===== config.mk =====
export PLATFORM = sky130hd
export DESIGN_NAME = tail_light_mode_ctrl
export DESIGN_NICKNAME = d
export VERILOG_FILES = /design/src/rtl/tail_light_mode_ctrl.sv
export SDC_FILE = /design/constraint.sdc
export NUM_CORES = 1
export LEC_CHECK = 0
export ABC_AREA = 1
export CELL_PAD_IN_SITES_DETAIL_PLACEMENT = 0
export CELL_PAD_IN_SITES_GLOBAL_PLACEMENT = 1
export CORE_AREA = 2 2 111 113
export DETAILED_ROUTE_END_ITERATION = 6
export DIE_AREA = 0 0 113 115
export PLACE_DENSITY_LB_ADDON = 0.1
export SLEW_MARGIN = 20
export SYNTH_ARGS = -nofsm -noshare
export SYNTH_HDL_FRONTEND = slang
export SYNTH_SLANG_ARGS = --single-unit

===== constraint.sdc =====
create_clock -name clk -period 10 [get_ports clk]
set_clock_uncertainty 0.15 [all_clocks]
set_input_delay 1.5 -clock clk [delete_from_list [all_inputs] [get_ports clk]]
set_output_delay 1.5 -clock clk [all_outputs]
set_load 0.01 [all_outputs]

===== src/rtl/tail_light_mode_ctrl.sv =====
// Tail-light mode sequencer: debounces driver requests, arbitrates one mode with dwell, drives the step index.
// Optional turn-signal timeout is compiled in with `define AUTO_CANCEL_EN.
module tail_light_req_deb #(
  parameter int unsigned DEB_CYCLES = 16
) (
  input  logic clk,
  input  logic rst,
  input  logic req_i,
  output logic lvl_o
);
  logic        s1_q, s2_q, lvl_q;
  logic [15:0] cnt_q;

  // Counter only runs while the synced value disagrees with the accepted level.
  always_ff @(posedge clk or posedge rst) begin
    if (rst) begin
      s1_q  <= 1'b0;
      s2_q  <= 1'b0;
      lvl_q <= 1'b0;
      cnt_q <= '0;
    end else begin
      s1_q <= req_i;
      s2_q <= s1_q;
      if (s2_q == lvl_q) begin
        cnt_q <= '0;
      end else if (cnt_q == 16'(DEB_CYCLES)) begin
        lvl_q <= s2_q;
        cnt_q <= '0;
      end else begin
        cnt_q <= cnt_q + 16'd1;
      end
    end
  end

  assign lvl_o = lvl_q;
endmodule

module tail_light_mode_ctrl #(
  parameter int unsigned DEB_CYCLES = 16,
  parameter int unsigned MIN_STEPS  = 4,
  parameter int unsigned STEP_MAX   = 3
) (
  input  logic       clk,
  input  logic       rst,
  input  logic       req_hazard_i,
  input  logic       req_brake_i,
  input  logic       req_left_i,
  input  logic       req_right_i,
  input  logic       req_reverse_i,
  input  logic       tick_i,
  output logic [2:0] mode_o,
  output logic [1:0] step_o,
  output logic       mode_changed_o,
  output logic [7:0] disp_code_o
);
  localparam int NUM_REQ = 5;
  typedef enum logic [1:0] {IDLE, RUN, PEND} state_e;

  state_e       state_q, state_d;
  logic [2:0]   mode_q, mode_d, cand, nxt_mode;
  logic [1:0]   step_q, step_d;
  logic [7:0]   dwell_q, dwell_d, dwell_inc;
  logic         chg_q, load, wrap, preempt, lft, rgt;
  logic [7:0]   disp_q;
  logic [NUM_REQ-1:0] req_raw, deb;

  // Lane order: 0 hazard, 1 brake, 2 left, 3 right, 4 reverse
  assign req_raw = {req_reverse_i, req_right_i, req_left_i, req_brake_i, req_hazard_i};

  for (genvar i = 0; i < NUM_REQ; i++) begin : g_deb
    tail_light_req_deb #(.DEB_CYCLES(DEB_CYCLES)) u_deb (
      .clk  (clk),
      .rst  (rst),
      .req_i(req_raw[i]),
      .lvl_o(deb[i])
    );
  end

`ifdef AUTO_CANCEL_EN
  logic [1:0] mask_q, mask_d;
  logic [4:0] cyc_q, cyc_d;
  logic       turn_held, cancel;

  assign lft       = deb[2] & ~mask_q[0];
  assign rgt       = deb[3] & ~mask_q[1];
  assign turn_held = (mode_q == 3'd2 && deb[2]) || (mode_q == 3'd3 && deb[3]);
  assign cancel    = turn_held && wrap && (cyc_q >= 5'd15);
  // A cancelled turn stays masked until its debounced level drops.
  assign mask_d    = (mask_q & deb[3:2]) |
                     ((state_q == RUN && !preempt && cancel) ? {mode_q == 3'd3, mode_q == 3'd2} : 2'b00);

  always_comb begin
    cyc_d = cyc_q;
    if (load)
      cyc_d = '0;
    else if (wrap && (mode_q == 3'd2 || mode_q == 3'd3) && cyc_q < 5'd16)
      cyc_d = cyc_q + 5'd1;
  end

  always_ff @(posedge clk or posedge rst) begin
    if (rst) begin
      mask_q <= '0;
      cyc_q  <= '0;
    end else begin
      mask_q <= mask_d;
      cyc_q  <= cyc_d;
    end
  end
`else
  assign lft = deb[2];
  assign rgt = deb[3];
`endif

  always_comb begin
    cand = 3'd0;
    if (deb[0] || (lft && rgt)) cand = 3'd5;
    else if (deb[1])            cand = 3'd1;
    else if (deb[4])            cand = 3'd4;
    else if (lft)               cand = 3'd2;
    else if (rgt)               cand = 3'd3;
  end

  assign wrap      = tick_i && (step_q == 2'(STEP_MAX));
  assign preempt   = (cand == 3'd5) && (mode_q != 3'd5);
  assign dwell_inc = (dwell_q >= 8'(MIN_STEPS)) ? dwell_q : dwell_q + 8'd1;

  always_comb begin
    state_d  = state_q;
    mode_d   = mode_q;
    step_d   = step_q;
    dwell_d  = dwell_q;
    load     = 1'b0;
    nxt_mode = cand;
    if (tick_i && state_q != IDLE) begin
      step_d  = wrap ? 2'd0 : step_q + 2'd1;
      dwell_d = dwell_inc;
    end
    unique case (state_q)
      IDLE: if (cand != 3'd0) load = 1'b1;
      RUN: begin
        if (preempt) load = 1'b1;
`ifdef AUTO_CANCEL_EN
        else if (cancel) begin
          load     = 1'b1;
          nxt_mode = 3'd0;
        end
`endif
        else if (cand != mode_q) state_d = PEND;
      end
      PEND: begin
        if (preempt)                                  load = 1'b1;
        else if (cand == mode_q)                      state_d = RUN;
        else if (wrap && dwell_inc >= 8'(MIN_STEPS))  load = 1'b1;
      end
      default: state_d = IDLE;
    endcase
    // Every load changes the mode, so a reload with the same value cannot pulse.
    if (load) begin
      mode_d  = nxt_mode;
      step_d  = 2'd0;
      dwell_d = '0;
      state_d = (nxt_mode == 3'd0) ? IDLE : RUN;
    end
  end

  always_ff @(posedge clk or posedge rst) begin
    if (rst) begin
      state_q <= IDLE;
      mode_q  <= '0;
      step_q  <= '0;
      dwell_q <= '0;
      chg_q   <= 1'b0;
      disp_q  <= '0;
    end else begin
      state_q <= state_d;
      mode_q  <= mode_d;
      step_q  <= step_d;
      dwell_q <= dwell_d;
      chg_q   <= load;
      disp_q  <= {1'b0, mode_d, 2'b00, step_d};
    end
  end

  assign mode_o         = mode_q;
  assign step_o         = step_q;
  assign mode_changed_o = chg_q;
  assign disp_code_o    = disp_q;
endmodule

# Word-level counts from Yosys, hierarchy flattened
# Index checks and enable logic that the tools add are counted.
totals:
  regBits: 116
  latchBits: 0
  ram_bits: 0
  mem_bits_ro: 0
  output_inout_bits: 14
  wordCells: 114
  n_memories: 0
classes:
  addsub: 7
  multipliers: 0
  div: 0
  n_lt_le_gt_ge: 2
  n_eq_ne: 22
  n_shift: 0
  mux: 35
  bitwise: 5
  reduce_logical: 17
ops:
  columns: ["op", "count"]
  rows:
  - ["16-bit 2-to-1 mux", 10]
  - ["16-bit by 1-bit adder with 16-bit output, second input constant", 5]
  - ["16-bit by 5-bit equality test with 1-bit output, second input constant", 5]
  - ["8-bit 2-to-1 mux", 3]
  - ["2-bit 2-to-1 mux", 10]
  - ["8-bit by 3-bit greater-or-equal comparator with 1-bit output, second input constant", 2]
  - ["3-bit != test, second input constant", 5]
  - ["3-bit 2-to-1 mux", 4]
  - ["2-bit AND reduction", 5]
  - ["8-bit by 1-bit adder with 8-bit output, second input constant", 1]
  - ["1-bit 2-to-1 mux", 6]
  - ["2-bit case mux with 3 select lines", 1]
  - ["1-bit equality test", 5]
  - ["1-bit logical AND", 5]
  - ["1-bit inverter", 5]
  - ["5-bit AND reduction", 1]
  - ["2-bit equality test, second input constant", 2]
  - ["2-bit nonzero test", 2]
  - ["3-bit equality test", 1]
  - ["3-bit equality test, second input constant", 1]
  - ["3-bit logical NOT", 1]
  - ["3-bit != test", 1]
  - ["1-bit case mux with 3 select lines", 1]
  - ["3-bit nonzero test", 1]
  - ["5 further kinds", 5]

# Depth between registers and ports, before layout
# Gate-level depths: netlist (run 1).
depth:
  word_depth: 11
  mapped_depth: 13

# Hierarchy
# Synthesis (run 1) repeated with hierarchy kept, for this count alone.
hier_totals:
  hier_cells: 819
  hier_area_um2: 6256.0
by_module_without_submodules:
  columns: ["mod", "n_inst", "cells_each", "area_per_inst_um2", "seq_area_each_um2"]
  rows:
  - ["tail_light_req_deb", 5, 136, 1044.8, 475.5]
  - ["tail_light_mode_ctrl", 1, 139, 1032.2, 400.4]

# Worst setup path after synthesis (run 1)
# OpenSTA, ideal clock, no wires.
synth_path:
  path_kind: "input to register"
  startpoint: "in tick_i"
  endpoint: "reg disp_q[1], in the netlist disp_code_o[1]"
  setup_ns: 0.120
  t_arrival_ns: 2.151
  t_required_ns: 9.730
  path_slack_ns: 7.579
  cell_stages: 8
  path_buffers: 1
  path_cell_list: "nand3_1 > nor2_1 > nand2_2 > nand2_2 > nand2_4 > inv_4 > buf_12 > nor2_2"
synth_between:
  elab_chain_len: 7
  elab_cells_between_ends: 10
synth_rtl:
  columns: ["element", "line_no", "text"]
  rows:
  - ["start, declared", "50", "input logic tick_i,"]
  - ["1-bit logical AND", "123", "assign wrap = tick_i && (step_q == 2'(STEP_MAX));"]
  - ["1-bit logical AND", "153", "else if (wrap && dwell_inc >= 8'(MIN_STEPS)) load = 1'b1;"]
  - ["1-bit 2-to-1 mux", "153", null]
  - ["1-bit 2-to-1 mux", "152", "else if (cand == mode_q) state_d = RUN;"]
  - ["1-bit 2-to-1 mux", "151", "if (preempt) load = 1'b1;"]
  - ["1-bit case mux with 3 select lines", "138", "unique case (state_q)"]
  - ["named net load", "63", "logic chg_q, load, wrap, preempt, lft, rgt;"]
  - ["2-bit 2-to-1 mux", "158", "if (load) begin"]
  - ["end signal, assigned", "180", "disp_q <= {1'b0, mode_d, 2'b00, step_d};"]
  - ["end, declared", "64", "logic [7:0] disp_q;"]
# The timed path passes the listed nets, and every way through them passes these cells.
# A chain may end at the register's enable or synchronous reset.

# Final worst setup path (run 1)
layout_path:
  startpoint: "reg mode_q[0], in the netlist mode_o[0]"
  endpoint: "out mode_o[0]"
layout_lines:
  columns: ["element", "line_no", "text"]
  rows:
  - ["start, declared", "60", "logic [2:0] mode_q, mode_d, cand, nxt_mode;"]
  - ["start signal, assigned", "176", "mode_q <= mode_d;"]
  - ["end, declared", "51", "output logic [2:0] mode_o,"]
# No word-level cell between the ends.

==> metrics, run 1 <==
largest net degree at the start of global routing=72; Final Hold Viols=0; num ports=22; Vert. Die Dim=115 µm; vias in the first global route=4150; Crit-path slowest cell=clkdlybuf4s50_1; DRC=2; total overflow reported by the global router=0; # diodes=0; Post-CTS Setup Bufs=0; Top delay family on crit path=buffers and inverters; wire per inst=12.5 µm; worst hold slack=0.200 ns; Finished Layout Cells=853; share of post-route cells with drive strength above 1=9.21%; RSZ-0062 raised after global routing=false; Synth area leader=dfrtp_1; Adder-Cell Fraction of Synth Area=2.84%; via/cell ratio=5.03; share of the synthesized area in the top cell type=48.5%; Synth cell types=38; status=finished, violations left; Power per Cell Area=145 mW/mm²; WL final=10.7 mm; core footprint=0.0118 mm²; Synth Area in Compound Gates=4.09%; mapped cell area=0.00573 mm²; Clock Path Buffers=2; Num CTS Buffers=9; minimum clock period=3.09 ns; hold buffers post-CTS=0; iteration-0 DRC count of the detailed router=218; Die Area=0.0130 mm²; simple-gate share of the synthesized area=31.5%; Period Utilization, post-route=30.9%; Placement Cell Area=0.00602 mm²; CTS tree=built; mux share of post-synthesis cell area=0.372%; IO buf count=18; highest clock rate=324 MHz; worst min-delay path category=reg2reg; EDFF count, synth=0; failing checks=design-rule violations; P_leak=2.78 nW; final setup fails=0; Final HPWL DP=7.84 mm; htree depth=3; Crit. End Element=output port; Initial Util=48.5%; Startpoint Class=flop; post-layout util=53.4%; worst rel slew slack=40.6%; Crit path required time=8.35 ns; post-CTS resize count=0; die width=113 µm; Worst-path clk slew=0.08 ns; synthesis-to-layout area growth=10.2%; Synth Register Bits=111; Final Wtd Congestion=0.846; Area contributors post-synth=dfrtp_1 49%, nor2_1 7.3%, inv_1 6.2%; Pre-antenna DRT Iters=6; overall routing resource usage=18.0%; Syn Inst Count=679; Critical Path AT=1.44 ns; total number of vias=4294; register area share after synthesis=48.5%; syn avg cell area=8.43 µm²; crit path kind=reg2out; Primary FF master, synth=dfrtp_1; Slew @ Worst Pin=0.891 ns; Syn. warnings=0; Async SR Flop Fraction=100%; main combinational cell family by area after synthesis=simple AND/OR/NAND/NOR gates; max-cap violation count=0; VDD IR-drop max=0.104 mV; initial antenna violation count=0; placed insts=837; CP max FO=6; Synth Area in XOR/XNOR=4.59%; fin area=0.00631 mm²; Sum Neg Setup Slack=0 ns; Pwr Total=0.912 mW; ANT nets after route=0; cell chain of the critical path=clkdlybuf4s50_1; nets=722; CP bufs+invs=1; clock latency on the worst-skew pair=0.36 ns; setup ws final=6.91 ns; DP Worst Slack=6.56 ns; clock root buffer=clkbuf_16; Std-Cell Rows=40; first-pass GRT wire length=18.9 mm; clock sinks=111; final max-slew violation count=0; slowest stage delay, CP=0.61 ns
[cells in the mapped netlist, types with 2 or more instances]
cell type  instances
dfrtp_1          111
nor2_1           111
inv_1             95
nand2_1           91
nand3_1           43
nor3_1            32
a21oi_1           24
xor2_1            23
nor3b_1           20
nor4_1            20
nor2_2            15
o21ai_0           14
ha_1              13
buf_4              8
nand4_1            8
nand2_2            7
nor3_2             7
xnor2_1            7
or2_2              6
nand3_2            3
nand3b_1           3
clkinv_1           2
[layer usage]
layer	up-vias	global-route usage, %	wire [µm]
li1	2219	-	-
met1	2014	25.6	5490
met2	50	27.5	4720
met3	11	3.00	301
met4	0	7.32	202
met5	-	0	0
[final timing paths]
path                                              start                        to  slack [ns]  cells past startpoint
worst max-delay path                          mode_o[0]                 mode_o[0]        6.91                      1
worst min-delay path                g_deb[2].u_deb.s1_q       g_deb[2].u_deb.s2_q        0.20                      0
worst max register to register  g_deb[3].u_deb.cnt_q[0]  g_deb[3].u_deb.cnt_q[12]        8.06                      9
worst min register to register      g_deb[2].u_deb.s1_q       g_deb[2].u_deb.s2_q        0.20                      0
max in group asynchronous                           rst            disp_code_o[1]        7.04                      3
min in group asynchronous                           rst   g_deb[1].u_deb.cnt_q[2]        1.39                      2
[logic make-up (layout without fill, tap and decap cells)]
| group | count (synthesis) | in the layout |
|---|---|---|
| fa+ha+maj | 13 | 13 |
| compound gates | 43 | 43 |
| xor+xnor | 30 | 30 |
| flops | 111 | 111 |
| simple gates | 370 | 370 |
| other cells | 1 | 3 |
| mux | 2 | 2 |
| buf+inv | 109 | 134 |
[layout make-up]
type / count / area, µm²
Multi-Input combinational cell: 461 / 2500
Tap cell: 147 / 184
Clock inverter: 7 / 63.8
Sequential cell: 111 / 2780
Fill cell: 1119 / 5500
Timing Repair Buffer: 19 / 188
Inverter: 99 / 377
Clock buffer: 9 / 225
[cells in the final DEF (no fill, tap or decap), types with 2 or more instances in the layout]
cell type and n:
nand2_2 7, ha_1 13, or2_2 6, inv_4 2, clkinv_4 2, xnor2_1 7, dfrtp_1 111, nor3_1 32
nor3_2 7, nand4_1 8, o21ai_0 14, inv_1 94, nand3b_1 3, nor2_1 111, nor3b_1 20, a21oi_1 24
inv_8 2, clkbuf_16 9, clkinv_1 2, nand2_1 91, nand3_1 43, clkinvlp_4 2, nor2_2 15, nand3_2 3
xor2_1 23, nor4_1 20, conb_1 3, clkdlybuf4s50_1 18
[report_power, final]
part           switching (mW)  internal (mW)
sequential             0.0141          0.464
clock                   0.175          0.174
combinational          0.0490         0.0359
[sequential cells by signal, indices dropped and copies added, names as in the netlist]
register / count
g_deb.u_deb.cnt_q: 80
dwell_q: 8
g_deb.u_deb.lvl_o: 5
g_deb.u_deb.s1_q: 5
g_deb.u_deb.s2_q: 5
disp_code_o: 2
mode_o: 2
state_q: 2
mode_changed_o: 1
step_o: 1
Power figures use the tool's default switching activity.
==> run 2: changes to the inputs <==
--- a/config.mk
+++ b/config.mk
@@ -8,9 +8,9 @@
 export ABC_AREA = 1
 export CELL_PAD_IN_SITES_DETAIL_PLACEMENT = 0
 export CELL_PAD_IN_SITES_GLOBAL_PLACEMENT = 1
-export CORE_AREA = 2 2 111 113
+export CORE_AREA = 2 2 120 122
 export DETAILED_ROUTE_END_ITERATION = 6
-export DIE_AREA = 0 0 113 115
+export DIE_AREA = 0 0 122 124
 export PLACE_DENSITY_LB_ADDON = 0.1
 export SLEW_MARGIN = 20
 export SYNTH_ARGS = -nofsm -noshare
==> constraint.sdc (replaced) <==
create_clock -name clk -period 2.7 [get_ports clk]
set_clock_uncertainty 0.15 [all_clocks]
set_input_delay 0.405 -clock clk [delete_from_list [all_inputs] [get_ports clk]]
set_output_delay 0.405 -clock clk [all_outputs]
set_load 0.01 [all_outputs]
==> run 2 against run 1 <==
  * The run now ends clean
  * Global-route usage is 1.5 points lower
  * Via count is 1.4% lower
  * Final cell count is 4.2% higher
  * Worst hold slack better by 0.0050 ns
  * Critical path depth stayed put
  * Design area is 1.3% higher
  * First-iteration DRC count is 6.0% higher
  * Highest routed layer unchanged
  * Utilization is 6.8 points lower
  * Die area is 16% higher
  * Routed wire length is 2.6% higher
  * Sequential cell count stayed put
  * Non-clock buffer count is 4 higher
==> metrics, run 2 (synthesis results as in run 1) <==
status=finished clean; Startpoint Class=flop; overall routing resource usage=16.4%; vias in the first global route=4198; Critical Path AT=1.45 ns; hold depth=0; core footprint=0.0137 mm²; total number of vias=4236; ANT nets after route=0; num ports=22; Vert. Die Dim=124 µm; Power per Cell Area=525 mW/mm²; VDD IR-drop max=0.326 mV; CTS tree=built; hold buffers post-CTS=0; Sum Neg Setup Slack=0 ns; nets=726; DRC=0; WL final=11.0 mm; die width=122 µm; initial antenna violation count=0; crit path kind=reg2out; via/cell ratio=4.76; max reg flops=80; Crit-path slowest cell=clkdlybuf4s50_1; # diodes=0; Top delay family on crit path=buffers and inverters; largest net degree at the start of global routing=43; iteration-0 DRC count of the detailed router=231; Slew @ Worst Pin=0.684 ns; Initial Util=41.7%; minimum clock period=2.00 ns; clock latency on the worst-skew pair=0.36 ns; worst min-delay path category=reg2reg; RSZ-0062 raised after global routing=false; Crit. End Element=output port; Num CTS Buffers=9; share of post-route cells with drive strength above 1=9.59%; worst rel slew slack=54.3%; highest clock rate=499 MHz; Final Hold Viols=0; most frequent cells in the layout=111 x nor2_1, 111 x dfrtp_1, 94 x inv_1; Clock Path Buffers=2; Final Wtd Congestion=0.818; Std-Cell Rows=43; P_leak=2.80 nW; wire per inst=12.4 µm; clock root buffer=clkbuf_16; cell chain of the critical path=clkdlybuf4s50_1; largest registers=g_deb.u_deb.cnt_q: 80 flops, dwell_q: 8 flops; R2R cell count=10; Final HPWL DP=8.11 mm; Worst path depth=1; htree depth=3; Post-CTS Setup Bufs=0; CP bufs+invs=1; CP max FO=6; slowest stage delay, CP=0.64 ns; Die Area=0.0151 mm²; synthesis-to-layout area growth=11.6%; first-pass GRT wire length=19.5 mm; setup ws final=0.698 ns; DP Worst Slack=0.745 ns; clock sinks=111; final max-slew violation count=0; IO buf count=18; Worst-path clk slew=0.07 ns; Pre-antenna DRT Iters=4; post-CTS resize count=0; max-cap violation count=0; final setup fails=0; Biggest register=g_deb.u_deb.cnt_q; Period Utilization, post-route=74.2%; total overflow reported by the global router=0; Crit path required time=2.14 ns; Fill cells=1377
run 2: changes by cell type in the layout (fill, tap and decap cells not counted), sizes merged:
cell | previous run | this run
clkinvlp | 2 | 3
buf | 1 | 5
clkbuf | 9 | 10
inv | 100 | 97
run 2: worst paths after layout:
| check | start | to | slack (ns) |
|---|---|---|---|
| setup reg to reg | g_deb[2].u_deb.cnt_q[0] | g_deb[2].u_deb.cnt_q[14] | 0.77 |
| hold / removal | g_deb[0].u_deb.s1_q | g_deb[0].u_deb.s2_q | 0.21 |
| hold reg to reg | g_deb[0].u_deb.s1_q | g_deb[0].u_deb.s2_q | 0.21 |
| min in group asynchronous | rst | g_deb[0].u_deb.s1_q | 0.34 |
| setup / recovery | mode_o[0] | mode_o[0] | 0.70 |
| max in group asynchronous | rst | state_q[0] | 1.42 |
run 2: power breakdown:
group	leakage [nW]	switching, mW	internal (mW)
registers	1.48	0.0510	1.72
logic	1.19	0.181	0.140
clock network	0.131	0.617	0.647
total	2.80	0.849	2.51
run 2: final cells by class:
cell class / instances / area [µm²] / area share [%]
clock buffer: 10 / 239 / 3.74
clock inverter: 5 / 33.8 / 0.528
inverter: 99 / 378 / 5.91
multi-input combinational: 461 / 2500 / 39.0
sequential: 111 / 2780 / 43.5
tap: 180 / 225 / 3.52
timing repair buffer: 23 / 243 / 3.80
run 2: per-layer routing:
metal  up-vias  GRT usage [%]  share of wire (%)
li1       2222              -                  -
met1      1956           21.2                 49
met2        45           26.4                 46
met3        13           4.81                3.6
met4         0           5.82                1.9
met5         -              0                  0
run 2: worst register-to-register path: stages (launching register included):
cell and delay [ns]:
dfrtp_1 0.39, ha_1 0.21, nand3_2 0.10, nor2_2 0.15, nand2_2 0.08, nor2_2 0.15, nand4_2 0.13, nor2_2 0.15
nand3_1 0.11, o21ai_0 0.16, nor2_1 0.05
run 2: through the flow:
stage | instance area [µm²] | power [mW] | utilization (%) | cells | hold WS (ns)
after floorplan | 5740 | 2.03 | - | 681 | 0.181
after global placement | 6120 | 2.13 | 44.6 | 874 | 0.192
after detailed placement | 6120 | 2.13 | 44.6 | 874 | 0.189
after CTS | 6390 | 3.42 | 46.6 | 889 | 0.206
after global routing | 6390 | 3.54 | 46.6 | 889 | 0.211
final | 6390 | 3.36 | 46.6 | 889 | 0.205
